$ cat src/rtl/cache_pkg.sv
// rtl/cache_pkg.sv - shared types and tree helpers for the PLRU controller
package cache_pkg;

    localparam int MAX_WAYS = 64;

    typedef logic [MAX_WAYS-1:0] way_mask_t;
    typedef logic [MAX_WAYS-2:0] tree_t;

    typedef enum logic {
        IDLE  = 1'b0,
        SWEEP = 1'b1
    } plru_state_e;

    // Number of tree levels for num_ways leaves.
    function automatic int unsigned plru_levels(input int unsigned num_ways);
        int unsigned lv;
        lv = 0;
        for (int k = 0; k < 7; k++) begin
            if ((32'd1 << k) < num_ways) begin
                lv = k + 1;
            end
        end
        return lv;
    endfunction

    // Point every node on the path to 'way' away from it; other nodes keep their bits.
    function automatic tree_t plru_path_update(input tree_t tree, input int unsigned way,
                                               input int unsigned num_ways);
        tree_t       t;
        int unsigned node;
        int unsigned levels;
        int unsigned dir;
        t      = tree;
        node   = 0;
        levels = plru_levels(num_ways);
        for (int lvl = 0; lvl < 6; lvl++) begin
            if (lvl < levels) begin
                dir     = (way >> (levels - 1 - lvl)) & 32'd1;
                t[node] = (dir == 0);
                node    = 2 * node + 1 + dir;
            end
        end
        return t;
    endfunction

    // Ways below heap node 'node' (leaves are nodes num_ways-1 .. 2*num_ways-2).
    function automatic way_mask_t plru_subtree_mask(input int unsigned node,
                                                    input int unsigned num_ways);
        way_mask_t   m;
        int unsigned depth;
        int unsigned offset;
        int unsigned span;
        m     = '0;
        depth = 0;
        for (int k = 0; k < 7; k++) begin
            if (node + 1 >= (32'd1 << (k + 1))) begin
                depth = k + 1;
            end
        end
        offset = node + 1 - (32'd1 << depth);
        span   = num_ways >> depth;
        if (span == 0) begin
            span = 1;
        end
        for (int i = 0; i < MAX_WAYS; i++) begin
            if ((i < num_ways) && ((i / span) == offset)) begin
                m[i] = 1'b1;
            end
        end
        return m;
    endfunction

endpackage

$ cat src/rtl/plru_victim_walk.sv
// rtl/plru_victim_walk.sv - combinational victim choice from one PLRU tree
module plru_victim_walk
    import cache_pkg::*;
#(
    parameter int NUM_WAYS = 4,
    localparam int WAY_W   = $clog2(NUM_WAYS),
    localparam int NODES   = NUM_WAYS - 1,
    localparam int NODE_W  = WAY_W + 1
) (
    input  logic [NODES-1:0]    tree,
    input  logic [NUM_WAYS-1:0] valid_mask,
    input  logic [NUM_WAYS-1:0] lock_mask,
    output logic [WAY_W-1:0]    way,
    output logic                none
);

    // Heap-indexed tree padded to a power of two so node indices need no truncation.
    logic [2*NUM_WAYS-1:0] tree_ext;
    logic [NUM_WAYS-1:0]   sub_mask [2*NUM_WAYS];

    assign tree_ext = {{(NUM_WAYS + 1){1'b0}}, tree};

    for (genvar g = 0; g < 2 * NUM_WAYS; g++) begin : g_mask
        if (g < 2 * NUM_WAYS - 1) begin : g_node
            assign sub_mask[g] = NUM_WAYS'(plru_subtree_mask(g, NUM_WAYS));
        end else begin : g_pad
            assign sub_mask[g] = '0;
        end
    end

    // Invalid unlocked ways win; otherwise walk the tree, steering around fully locked subtrees.
    always_comb begin
        logic              found;
        logic [NODE_W-1:0] node;
        logic [NODE_W-1:0] child_lo;
        logic [NODE_W-1:0] chosen;
        logic [NODE_W-1:0] other;
        way      = '0;
        none     = &lock_mask;
        found    = 1'b0;
        node     = '0;
        child_lo = '0;
        chosen   = '0;
        other    = '0;
        for (int i = NUM_WAYS - 1; i >= 0; i--) begin
            if (!valid_mask[i] && !lock_mask[i]) begin
                way   = WAY_W'(i);
                found = 1'b1;
            end
        end
        if (!found && !none) begin
            for (int lvl = 0; lvl < WAY_W; lvl++) begin
                child_lo = NODE_W'({node, 1'b1});
                if (tree_ext[node]) begin
                    chosen = child_lo + 1'b1;
                    other  = child_lo;
                end else begin
                    chosen = child_lo;
                    other  = child_lo + 1'b1;
                end
                if ((lock_mask & sub_mask[chosen]) == sub_mask[chosen]) begin
                    chosen = other;
                end
                node = chosen;
            end
            way = WAY_W'(node - NODE_W'(NUM_WAYS - 1));
        end
    end

endmodule

$ cat src/rtl/tree_plru.sv
// rtl/tree_plru.sv - per-set tree pseudo-LRU state, victim selection and flush sweep
module tree_plru
    import cache_pkg::*;
#(
    parameter int NUM_WAYS = 4,
    parameter int NUM_SETS = 16,
    localparam int WAY_W   = $clog2(NUM_WAYS),
    localparam int SET_W   = $clog2(NUM_SETS),
    localparam int NODES   = NUM_WAYS - 1
) (
    input  logic                clk,
    input  logic                rst_n,
    input  logic                init_req,
    output logic                init_busy,
    input  logic                acc_valid,
    input  logic [SET_W-1:0]    acc_set,
    input  logic [WAY_W-1:0]    acc_way,
    input  logic                vic_req,
    input  logic [SET_W-1:0]    vic_set,
    input  logic [NUM_WAYS-1:0] vic_valid_mask,
    input  logic [NUM_WAYS-1:0] vic_lock_mask,
    output logic                vic_rsp_valid,
    output logic [WAY_W-1:0]    vic_way,
    output logic                vic_none
);

    plru_state_e      state;
    plru_state_e      state_d;
    logic [SET_W-1:0] sweep_cnt;
    logic [SET_W-1:0] sweep_cnt_d;

    logic [NODES-1:0] tree_mem [NUM_SETS];
    logic [NODES-1:0] upd_tree;
    logic [NODES-1:0] vic_tree;
    logic             acc_en;
    logic             vic_en;
    logic [WAY_W-1:0] walk_way;
    logic             walk_none;

    assign init_busy = (state == SWEEP);
    assign acc_en    = acc_valid && (state == IDLE);
    assign vic_en    = vic_req && (state == IDLE);

    assign upd_tree = NODES'(plru_path_update(tree_t'(tree_mem[acc_set]),
                                              int'(acc_way), NUM_WAYS));

    // Same-set access forwards its updated tree so the victim sees the new path.
    assign vic_tree = (acc_en && (acc_set == vic_set)) ? upd_tree : tree_mem[vic_set];

    plru_victim_walk #(
        .NUM_WAYS (NUM_WAYS)
    ) u_walk (
        .tree       (vic_tree),
        .valid_mask (vic_valid_mask),
        .lock_mask  (vic_lock_mask),
        .way        (walk_way),
        .none       (walk_none)
    );

    // Sweep state register.
    always_ff @(posedge clk or negedge rst_n) begin
        if (!rst_n) begin
            state     <= IDLE;
            sweep_cnt <= '0;
        end else begin
            state     <= state_d;
            sweep_cnt <= sweep_cnt_d;
        end
    end

    // Sweep sequencing: one set per cycle, set 0 first, back to IDLE after the last set.
    always_comb begin
        state_d     = state;
        sweep_cnt_d = sweep_cnt;
        case (state)
            IDLE: begin
                if (init_req) begin
                    state_d     = SWEEP;
                    sweep_cnt_d = '0;
                end
            end
            SWEEP: begin
                if (sweep_cnt == SET_W'(NUM_SETS - 1)) begin
                    state_d     = IDLE;
                    sweep_cnt_d = '0;
                end else begin
                    sweep_cnt_d = sweep_cnt + 1'b1;
                end
            end
            default: begin
                state_d     = IDLE;
                sweep_cnt_d = '0;
            end
        endcase
    end

    // Tree storage: sweep clears, otherwise accesses rewrite their path.
    always_ff @(posedge clk or negedge rst_n) begin
        if (!rst_n) begin
            for (int s = 0; s < NUM_SETS; s++) begin
                tree_mem[s] <= '0;
            end
        end else if (state == SWEEP) begin
            tree_mem[sweep_cnt] <= '0;
        end else if (acc_en) begin
            tree_mem[acc_set] <= upd_tree;
        end
    end

    // Registered victim response; way/none hold until the next accepted request.
    always_ff @(posedge clk or negedge rst_n) begin
        if (!rst_n) begin
            vic_rsp_valid <= 1'b0;
            vic_way       <= '0;
            vic_none      <= 1'b0;
        end else begin
            vic_rsp_valid <= vic_en;
            if (vic_en) begin
                vic_way  <= walk_way;
                vic_none <= walk_none;
            end
        end
    end

endmodule

$ cat config.mk
export PLATFORM = sky130hd
export DESIGN_NAME = tree_plru
export DESIGN_NICKNAME = d
export VERILOG_FILES = /design/src/rtl/cache_pkg.sv /design/src/rtl/plru_victim_walk.sv /design/src/rtl/tree_plru.sv
export SDC_FILE = /design/constraint.sdc
export NUM_CORES = 1
export LEC_CHECK = 0
export ABC_AREA = 1
export CAP_MARGIN = 20
export CORE_UTILIZATION = 60
export DETAILED_ROUTE_END_ITERATION = 10
export GPL_ROUTABILITY_DRIVEN = 0
export PLACE_DENSITY = 0.86
export SLEW_MARGIN = 10
export SYNTH_ARGS = -nofsm -noshare
export SYNTH_HDL_FRONTEND = slang
export SYNTH_SLANG_ARGS = --single-unit
$ cat constraint.sdc
create_clock -name clk -period 4.28 [get_ports clk]
set_input_delay 0.856 -clock clk [delete_from_list [all_inputs] [get_ports clk]]
set_output_delay 0.856 -clock clk [all_outputs]
set_load 0.05 [all_outputs]
==> metrics, run 1 <==
critical path class input port to flip-flop; DP Area 0.00407 sq mm; Antenna Cells 0; max-slew violations 0; relative slew slack 52.9%; CTS tree yes; post-CTS sizing 0; leakage power 2.11 nW; clock share of power 24.9%; chip width approximately 80 um; total length of routed wires 11100 um; core box area 0.00603 sq mm; Worst EP required 4520 ps; Worst Hold Path Cells 2; Synth Net Count 568; dpl hpwl 7640 um; CP startpoint kind input port; Clock Skew between 6 and 7 ps; area leader, netlist dfrtp_1; CTS buffer count 9; Sw Ratio 41.4%; Max Buffers Root-to-Sink 2; fmax 0.286 GHz; Reg2Reg Depth 21; Psw 0.000902 W; sequential fraction of the synthesis area a little under two fifths; Post-layout nets 592; post-synth top area share 37.5%; Worst Setup End Kind flip-flop; TritonCTS sink count 57; grt ovf 0; Hold Violations, Final 0; first-pass GRT wire length 17500 um; final setup violation count 0; largest net degree at the start of global routing 36; minimum clock period 3490 ps; TritonRoute pass-1 iters 6; Comb pwr share 38.6%; Hold EP vic_none; vias in the first global route 3665; DRT iter0 DRCs 562; Synth Cell Area 0.00380 sq mm; Max VDD drop 0.567 mV; Worst R2R End vic_way[0]; Post-CTS Setup Repair Bufs 0; WHS 490 ps; DR WL/cell around 17 um; H-tree Lvls 3; Worst EP arrival around 3700 ps; cell area after layout 0.00427 sq mm; number of routed nets with antenna violations 0; slew at the pin closest to its max-slew limit 705 ps; via count 3961; run status finished clean; commonest non-fill, non-tap cell in the layout nand2_1; distinct cell type count after synthesis 34; Synth area leaders dfrtp_1 (38%), nand2_1 (13%), inv_1 (8.8%); Critical-path top delay cell clkdlybuf4s50_1; die area approximately 0.0067 sq mm; Area growth syn-to-layout 12.4%; FF-to-FF setup slack 1680 ps; pre-CTS WS 507 ps; FP Rows 28; final worst slack a little under 800 ps; gr usage total 36.1%; Reg-to-Reg Start init_busy; power share of the sequential group 36.5%; crit-path max cell delay about 900 ps; Critical Path Fanout Max 16; RSZ-0062 raised after global routing false; Die Ht 81.6 um; final period utilization a little over 80%; clock latency at the later pin of the worst-skew pair approximately 360 ps; Root Buffer clkbuf_8; TNS Setup 0 ps; Initial Util 63.1%; worst min path class flip-flop to flip-flop; layout cell share with drive strength beyond 1 between 10% and 20%; Post-CTS Hold Buffers 0; hold_sp vic_none; Remaining DRCs 0; Pwr Density around 510 mW/mm^2; initial antenna violation count 0; I/O pin total 28; most frequent cells in the layout nand2_1 (132), inv_1 (89), dfrtp_1 (57), nor2_1 (47), o21ai_0 (41); post-synthesis instance total 539; Ys Warns 0; number of port buffers 27; P_int 0.00128 W; CP cell instances clkdlybuf4s50_1, inv_4, nand2_1, o211ai_1, nor2_2, nand2_4, inv_4, nand2_2, nand3_1, nand2_2, nand2_2, nand2_2, inv_1, ha_1, inv_1, o21ai_0, inv_1, nand2_1, nand2_1, nand2_1, nand2_2, nand3_2, a21oi_2; max-cap viol count 0; Avg Cell Area, Syn between 7 and 8 sq um; Vias/cell 6.16; fin util 70.9%; Yosys reg bits 57; most frequent CP cell nand2_2; clk slew on worst S/H paths around 70 ps
## routing by layer
metal / GRT usage (%) / part of all wire, %
met3: 8.11 / 12
met2: 56.6 / 45
met1: 45.3 / 38
met5: 0 / 0
met4: 21.8 / 4.9
## stage by stage
step,std cells,power (W)
6_report,643,0.00218
5_1_grt,643,0.00230
4_1_cts,643,0.00215
3_5_place_dp,627,0.00161
3_3_place_gp,627,0.00158
2_1_floorplan,539,0.00136
## registers in the layout, summed over array words and instances, names as in the netlist
register / count
vic_rsp_valid: 1
sweep_cnt: 4
tree_mem: 48
init_busy: 1
vic_way: 2
vic_none: 1
## how the worst max path moves through the flow
stage | from | slack [ps] | end | depth (start not counted)
after floorplan | acc_set[0] | 1630 | vic_way[0] | 24
after global placement | acc_set[0] | 650 | vic_way[0] | 23
after detailed placement | acc_set[0] | 510 | vic_way[0] | 23
after CTS | acc_set[0] | 820 | vic_way[0] | 23
after global routing | acc_set[0] | 540 | vic_way[0] | 23
final | acc_set[0] | 790 | vic_way[0] | 23
## critical path, delay by kind of cell
family | cells | cell delay, ps
AOI/OAI and AO/OA | 3 | 290
adders and majority gates | 1 | 180
buffers and inverters | 6 | 1340
and+or+nand+nor | 13 | 1060
## synthesized netlist by cell type
library cell,count
nand2_1,132
nor4_1,1
inv_1,89
o211ai_1,6
or2_2,1
a32o_1,5
nand4_1,2
nand3_1,31
buf_2,6
nor2_2,1
o21ai_0,41
nor3_1,4
a22o_1,5
buf_4,2
o22ai_1,15
dfrtp_1,57
o32ai_1,8
inv_4,3
nand2_2,12
nand3_2,8
nor2_4,1
xor2_1,1
a22oi_1,1
buf_6,6
o21ai_1,4
clkbuf_1,5
o41ai_1,1
nor2_1,47
inv_2,6
a21oi_2,4
a21oi_1,16
a31oi_1,11
ha_1,6
nand2_4,1
## final cells by class
class	count	area [sq um]
clock buffer	14	173
clock inverter	2	35.0
fill	509	1750
inverter	98	375
multi-input combinational	365	1870
sequential	57	1430
tap	75	93.8
timing repair buffer	32	303
## cells by family (layout without fill, tap and decap cells)
group           count (synthesis)  count (layout)  share of synthesized area (%)
fa+ha+maj                       6               6                           1.97
xor+xnor                        1               1                          0.230
compound gates                117             117                           19.2
flops                          57              57                           37.5
buf+inv                       117             146                           13.3
simple gates                  241             241                           27.8
## power groups by stage
stage                     logic, W  clock network, W  registers (W)
after global routing      0.000927          0.000562       0.000810
after floorplan           0.000528                 0       0.000828
after CTS                 0.000822          0.000543       0.000790
final                     0.000842          0.000543       0.000795
after detailed placement  0.000810                 0       0.000797
after global placement    0.000787                 0       0.000792
Power figures use the tool's default switching activity.
==> inputs of run 2 (changes only) <==
--- a/config.mk
+++ b/config.mk
@@ -7,10 +7,10 @@
 export LEC_CHECK = 0
 export ABC_AREA = 1
 export CAP_MARGIN = 20
-export CORE_UTILIZATION = 60
+export CORE_UTILIZATION = 59
 export DETAILED_ROUTE_END_ITERATION = 10
 export GPL_ROUTABILITY_DRIVEN = 0
-export PLACE_DENSITY = 0.86
+export PLACE_DENSITY = 0.85
 export SLEW_MARGIN = 10
 export SYNTH_ARGS = -nofsm -noshare
 export SYNTH_HDL_FRONTEND = slang
==> constraint.sdc (replaced) <==
create_clock -name clk -period 3.55 [get_ports clk]
set_input_delay 0.71 -clock clk [delete_from_list [all_inputs] [get_ports clk]]
set_output_delay 0.71 -clock clk [all_outputs]
set_load 0.05 [all_outputs]
==> run 2 against run 1 <==
Compared with the run above: via count is 1.4% higher; power grew 15%; count of clock-buffer cells in the layout decreased by 3; critical path type unchanged; final cell count stayed put; sequential share of layout area up 0.21 points; setup slack worse by 310 ps; clock skew is 3.9 ps higher; sequential power up 20%.
==> metrics, run 2 (synthesis results as in run 1) <==
Post-CTS Setup Repair Bufs 0; Post-layout nets 593; total length of routed wires 11400 um; Finished Layout Cells roughly 640; largest net degree at the start of global routing 36; max-cap viol count 0; RSZ-0062 raised after global routing false; Critical Path Fanout Max 8; Area growth syn-to-layout 11.8%; grt ovf 0; leakage power 2.10 nW; Clock Skew 10.8 ps; minimum clock period 3070 ps; chip width 82.3 um; Overall Power ~0.0025 W; Remaining DRCs 0; Largest Register tree_mem; critical path buffer and inverter count 6; CTS buffer count 9; DRT iter0 DRCs 538; post-CTS sizing 0; Initial Util 62.7%; die area 0.00677 sq mm; clk slew on worst S/H paths 70 ps; fill count a little under 500; multi-input logic area 0.00187 sq mm; Largest regs tree_mem x48, sweep_cnt x4, vic_way x2; H-tree Lvls 3; clock latency at the later pin of the worst-skew pair between 300 and 400 ps; most frequent CP cell nand2_1; Reg2Reg Depth 21; Worst EP arrival 3300 ps; final worst slack between 400 and 500 ps; number of port buffers 27; vias in the first global route roughly 3800; dpl cells 628; number of flip-flops in the largest register 48; run status finished clean; Root Buffer clkbuf_8; Critical-path top delay cell clkdlybuf4s50_1; via count 4015; Hold Violations, Final 0; most frequent cells in the layout nand2_1 (132), inv_1 (89), dfrtp_1 (57), nor2_1 (47), o21ai_0 (41); first-pass GRT wire length 18000 um; I/O pin total 28; TritonRoute pass-1 iters 6; initial antenna violation count 0; critical path class input port to flip-flop; Worst path depth 22; Antenna Cells 0; slew at the pin closest to its max-slew limit 916 ps; max-slew violations 0; commonest non-fill, non-tap cell in the layout nand2_1; DR WL/cell 17.7 um; Worst EP required 3780 ps; core box area 0.00606 sq mm; relative slew slack 38.1%; WHS 457 ps; pre-CTS WS 176 ps; TNS Setup 0 ps; FP Rows 28; worst min path class input port to async pin; CP startpoint kind input port; final period utilization 86.5%; Max VDD drop around 0.46 mV; Max Buffers Root-to-Sink 2; FF+latch area 0.00143 sq mm; Vias/cell 6.24; Pwr Density 589 mW/mm^2; CTS tree yes; dpl hpwl between 8000 and 9000 um; Post-CTS Hold Buffers 0; number of routed nets with antenna violations 0; layout cell share with drive strength beyond 1 between 10% and 20%; fmax 0.326 GHz; final setup violation count 0; family with the most delay on the worst path buffers and inverters; crit-path max cell delay 610 ps; Worst Setup End Kind flip-flop; TritonCTS sink count 57; Die Ht 82.3 um; CP cell instances clkdlybuf4s50_1, inv_2, nand2_1, a21oi_2, nand2_4, inv_4, nand2_1, nand3_2, nand2_2, nand2_2, nand2_2, inv_1, ha_1, inv_1, o21ai_0, inv_1, nand2_1, nand2_1, nand2_1, nand2_2, nand3_2, a21oi_2; gr usage total between 30% and 40%
[run 2: cell types whose count changed in the layout (fill, tap and decap cells not counted), sizes merged]
cell    before  now
clkbuf      14   11
bufinv       1    0
clkinv       1    4
buf          6    7
[run 2: cell type report]
type,instances,share of cell area [%]
inverter,98,8.84
clock inverter,4,0.471
timing repair buffer,33,7.60
clock buffer,11,3.33
sequential,57,33.6
tap,75,2.21
multi-input combinational,365,44.0
[run 2: final timing paths]
path	startpoint	endpoint	slack (ps)
min	rst_n	tree_mem[33]	460
max	vic_set[2]	vic_way[0]	480
min reg2reg	vic_way[1]	vic_way[1]	480
max in group asynchronous	rst_n	tree_mem[14]	2270
max reg2reg	init_busy	vic_way[0]	970
min in group clk	vic_way[1]	vic_way[1]	480
[run 2: routing by layer]
layer	global-route usage, %	part of all wire, %	vias up
li1	-	-	1806
met4	25.3	6.4	0
met5	0	0	-
met2	54.5	43	345
met3	12.1	13	85
met1	44.8	37	1779
[run 2: per-stage QoR]
stage	utilization, %	cell area (sq um)
after global placement	67.4	4090
after CTS	70.1	4250
after floorplan	-	3800
final	70.1	4250
after global routing	70.1	4250
after detailed placement	67.4	4090
[run 2: where the power goes]
group	switching (W)	leakage [nW]	total, W	internal (W)
logic	0.000696	1.25	0.00103	0.000331
clock network	0.000258	0.0887	0.000521	0.000263
registers	0.000122	0.768	0.000953	0.000831
==> inputs of run 3 (changes only) <==
--- a/config.mk
+++ b/config.mk
@@ -6,6 +6,7 @@
 export NUM_CORES = 1
 export LEC_CHECK = 0
 export ABC_AREA = 1
+export ABC_CLOCK_PERIOD_IN_PS = 3550
 export CAP_MARGIN = 20
 export CORE_UTILIZATION = 59
 export DETAILED_ROUTE_END_ITERATION = 10
==> results of run 3 <==
Final layout, timing and power as in run 2 (identical DEF).
==> variant 1: new RTL, flow settings as in run 2 <==
`NUM_WAYS` is set to 4 in 2 places; all go to 8.
--- a/src/rtl/plru_victim_walk.sv
+++ b/src/rtl/plru_victim_walk.sv
@@ -4,3 +4,3 @@
 #(
-    parameter int NUM_WAYS = 4,
+    parameter int NUM_WAYS = 8,
     localparam int WAY_W   = $clog2(NUM_WAYS),
--- a/src/rtl/tree_plru.sv
+++ b/src/rtl/tree_plru.sv
@@ -4,3 +4,3 @@
 #(
-    parameter int NUM_WAYS = 4,
+    parameter int NUM_WAYS = 8,
     parameter int NUM_SETS = 16,
Interface: changed (resized acc_way, vic_lock_mask, vic_valid_mask and vic_way); port bits go from 28 to 38. The function was not compared with the original's and may differ.
==> variant 1 against run 2 <==
- the run now fails in global routing (5_1_grt)
- area after synthesis rose by 100%
==> variant 1: results (changes against run 2) <==
stage where the run ended: global routing (5_1_grt)
Cell Count Post-Placement: 1374 (was 628)
cell types with the largest area share after synthesis: sky130_fd_sc_hd__dfrtp_1, sky130_fd_sc_hd__o22ai_1, sky130_fd_sc_hd__nand2_1, sky130_fd_sc_hd__inv_1, sky130_fd_sc_hd__nand3_1 (was sky130_fd_sc_hd__dfrtp_1, sky130_fd_sc_hd__nand2_1, sky130_fd_sc_hd__inv_1, sky130_fd_sc_hd__o21ai_0, sky130_fd_sc_hd__nor2_1)
gate count of the mapped netlist: 1049 (was 539)
error message: [ERROR GRT-0232] Routing congestion too high. Check the congestion heatmap in the GUI.
post-synthesis net count: 1098 (was 568)
prevailing post-synth register cell: sky130_fd_sc_hd__dfrtp_1 (unchanged)
largest net degree at the start of global routing: 54
remaining global-route overflow: 52
number of buffers on the longest clock path: 2 (unchanged)
endpoint with the least setup slack after the last repair: vic_way[0]$_DFFE_PN0P_/D
flip-flop and latch count after synthesis: 122 (was 57)
number of synthesis warnings: 0 (unchanged)
worst endpoint kind after the last repair: register data pin
number of H-tree levels: 4 (was 3)
commonest cells in the netlist: sky130_fd_sc_hd__nand2_1, sky130_fd_sc_hd__inv_1, sky130_fd_sc_hd__dfrtp_1 (unchanged)
count of input and output buffers: 37 (was 27)
HPWL after DPL: 19300 um (was 8030 um)
result of the run: did not finish (was completed)
CTS root buf: sky130_fd_sc_hd__clkbuf_16 (was sky130_fd_sc_hd__clkbuf_8)
Cell variety after synth: 40 (was 34)
CTS buffer count: 17 (was 9)
Synth async-reset ratio: 100% (unchanged)
GRT Overall Usage: 70.1%
Seq/Total Area, Yosys: 39.3% (was 37.5%)
variant 1: through the flow:
stage          util, %  TNS (ps)  instance area (um^2)  hold slack, ps  setup slack, ps
2_1_floorplan        -      -709                  7810             414             -698
3_3_place_gp      73.8     -3020                  9390             468            -1490
3_5_place_dp      73.8     -3250                  9390             474            -1640
4_1_cts           82.9      -694                 10500             286             -623
variant 1: metal layers:
metal,overflow,GRT usage [%]
met1,3,70.6
met2,28,86.1
met3,3,55.1
met4,18,67.6
met5,0,31.9
variant 1: kinds of logic after synthesis:
| family | after synthesis | synth area share (%) |
|---|---|---|
| and+or+nand+nor | 383 | 22.7 |
| AOI/OAI and AO/OA | 320 | 24.4 |
| buffers and inverters | 205 | 10.8 |
| DFF | 122 | 39.3 |
| adders and majority gates | 17 | 2.73 |
| xor gates and xnor gates | 2 | 0.225 |
variant 1: what timing repair did:
| action | CTS |
|---|---|
| buffers inserted | 29 |
| endpoints found under the setup margin | 3 |
| hold endpoints to repair | 0 |
| pin swaps | 50 |
| gates resized for setup | 117 |
| cloned | 2 |
==> variant 2: new RTL, config.mk and constraints of run 2 <==
Without the edit above. Reset style: synchronous (`rst_n`), changed in 3 clocked blocks.
--- a/src/rtl/tree_plru.sv
+++ b/src/rtl/tree_plru.sv
@@ -60,3 +60,3 @@
     // Sweep state register.
-    always_ff @(posedge clk or negedge rst_n) begin
+    always_ff @(posedge clk) begin
         if (!rst_n) begin
@@ -97,3 +97,3 @@
     // Tree storage: sweep clears, otherwise accesses rewrite their path.
-    always_ff @(posedge clk or negedge rst_n) begin
+    always_ff @(posedge clk) begin
         if (!rst_n) begin
@@ -110,3 +110,3 @@
     // Registered victim response; way/none hold until the next accepted request.
-    always_ff @(posedge clk or negedge rst_n) begin
+    always_ff @(posedge clk) begin
         if (!rst_n) begin
Check against the original RTL: differs if rst_n is asserted again (counterexample within 4 cycles, from zero or initial values and one cycle with rst_n low); with rst_n held inactive, the same outputs for 4 cycles.
==> variant 2 against run 2 <==
- area after synthesis down 6.4%
- sequential cell count unchanged
- largest cell class is now registers
- setup slack worse by 240 ps
- wire length down 22%
- cell area down 4.4%
- clock skew down 3.9 ps
Power is not compared: it rests on default switching activity, and its combinational part moved more than twofold at a synthesized area within 25%.
==> variant 2: results (changes against run 2) <==
result of the run: completed (unchanged)
post-synthesis net count: 506 (was 568)
Setup crit start: vic_set[0] (was vic_set[2])
multi-input combinational gate total: 343 (was 365)
prevailing post-synth register cell: sky130_fd_sc_hd__edfxtp_1 (was sky130_fd_sc_hd__dfrtp_1)
bufs w/o clock: 36 (was 33)
via count of the first global-routing pass: 3066 (was 3818)
largest net degree at the start of global routing: 26 (was 36)
Min-Delay Path Class: reg -> reg (was in -> async)
wire length of the first global-routing pass: 14000 um (was 18000 um)
proportion of layout cells with a drive suffix above 1: 8.98% (was 10.2%)
non-clock inverter total of the final layout: 61 (was 98)
sequential cell count: 57 (unchanged)
fillers: 466 (was 492)
Core Region: 0.00568 mm^2 (was 0.00606 mm^2)
Seq/Total Area, Yosys: 45.6% (was 37.5%)
Clock buf/inv share: 4.31% (was 3.80%)
Sequential Area: 0.00162 mm^2 (was 0.00143 mm^2)
total routed wirelength: 8900 um (was 11400 um)
CTS root buf: sky130_fd_sc_hd__clkbuf_8 (unchanged)
total vias in the final route: 3344 (was 4015)
Clock buffer cells: 10 (was 11)
layout overhead on the synthesized area: 14.1% (was 11.8%)
met2 demand-to-capacity share in global routing: 46.9% (was 54.5%)
XOR/XNOR share of the synthesized area: 0.246% (was 0.230%)
peak per-stage delay on the critical path: 530 ps (was 610 ps)
clock tree skew after final layout: 6.93 ps (was 10.8 ps)
worst-path maximum fanout: 25 (was 8)
number of violations reported at the end of detailed-routing iteration 0: 434 (was 538)
HPWL after DPL: 6380 um (was 8030 um)
Worst R2R Start: init_busy (unchanged)
count of cells resized by post-cts repair: 0 (unchanged)
GRT Overall Usage: 29.7% (was 36.7%)
share of final layout cell area taken by non-clock buffers: 8.63% (was 7.60%)
met3 track utilization from global routing: 7.89% (was 12.1%)
commonest cells in the netlist: sky130_fd_sc_hd__nand2_1, sky130_fd_sc_hd__nor2_1, sky130_fd_sc_hd__nand3_1 (was sky130_fd_sc_hd__nand2_1, sky130_fd_sc_hd__inv_1, sky130_fd_sc_hd__dfrtp_1)
Initial DRT Pass Iterations: 5 (was 6)
Post-Synth Adder-Cell Area: 1.76% (was 1.97%)
DP Area: 0.00388 mm^2 (was 0.00409 mm^2)
Synth async-reset ratio: 0% (was 100%)
Data arrival, critical path: 3540 ps (was 3300 ps)
[variant 2: changes by cell type after synthesis, sizes merged, moves of 8 or more]
cell,run 2,this run
dfrtp,57,0
edfxtp,0,48
inv,98,60
nand3,39,67
o21ai,45,20
nor2,49,72
o22ai,15,1
a31oi,11,1
dfxtp,0,9
o32ai,8,0
[variant 2: metrics by stage]
step           hold WS, ps  worst slack [ps]  instances
2_1_floorplan          464               856        478
3_3_place_gp           485              54.7        569
3_5_place_dp           494             -48.1        569
4_1_cts                502               289        584
5_1_grt                530              5.08        584
6_report               500               236        584
[variant 2: path summary, 6_finish.rpt]
check / to / slack (ps) / cells past startpoint
hold / removal: sweep_cnt[1] / 500 / 2
setup / recovery: vic_way[0] / 240 / 22
hold reg to reg: sweep_cnt[1] / 500 / 2
setup reg to reg: vic_way[0] / 930 / 20
[variant 2: routing by layer]
layer,part of all wire (%),up-vias
met2,46,195
met5,0,-
met1,41,1515
li1,-,1600
met4,3.2,0
met3,9.7,34
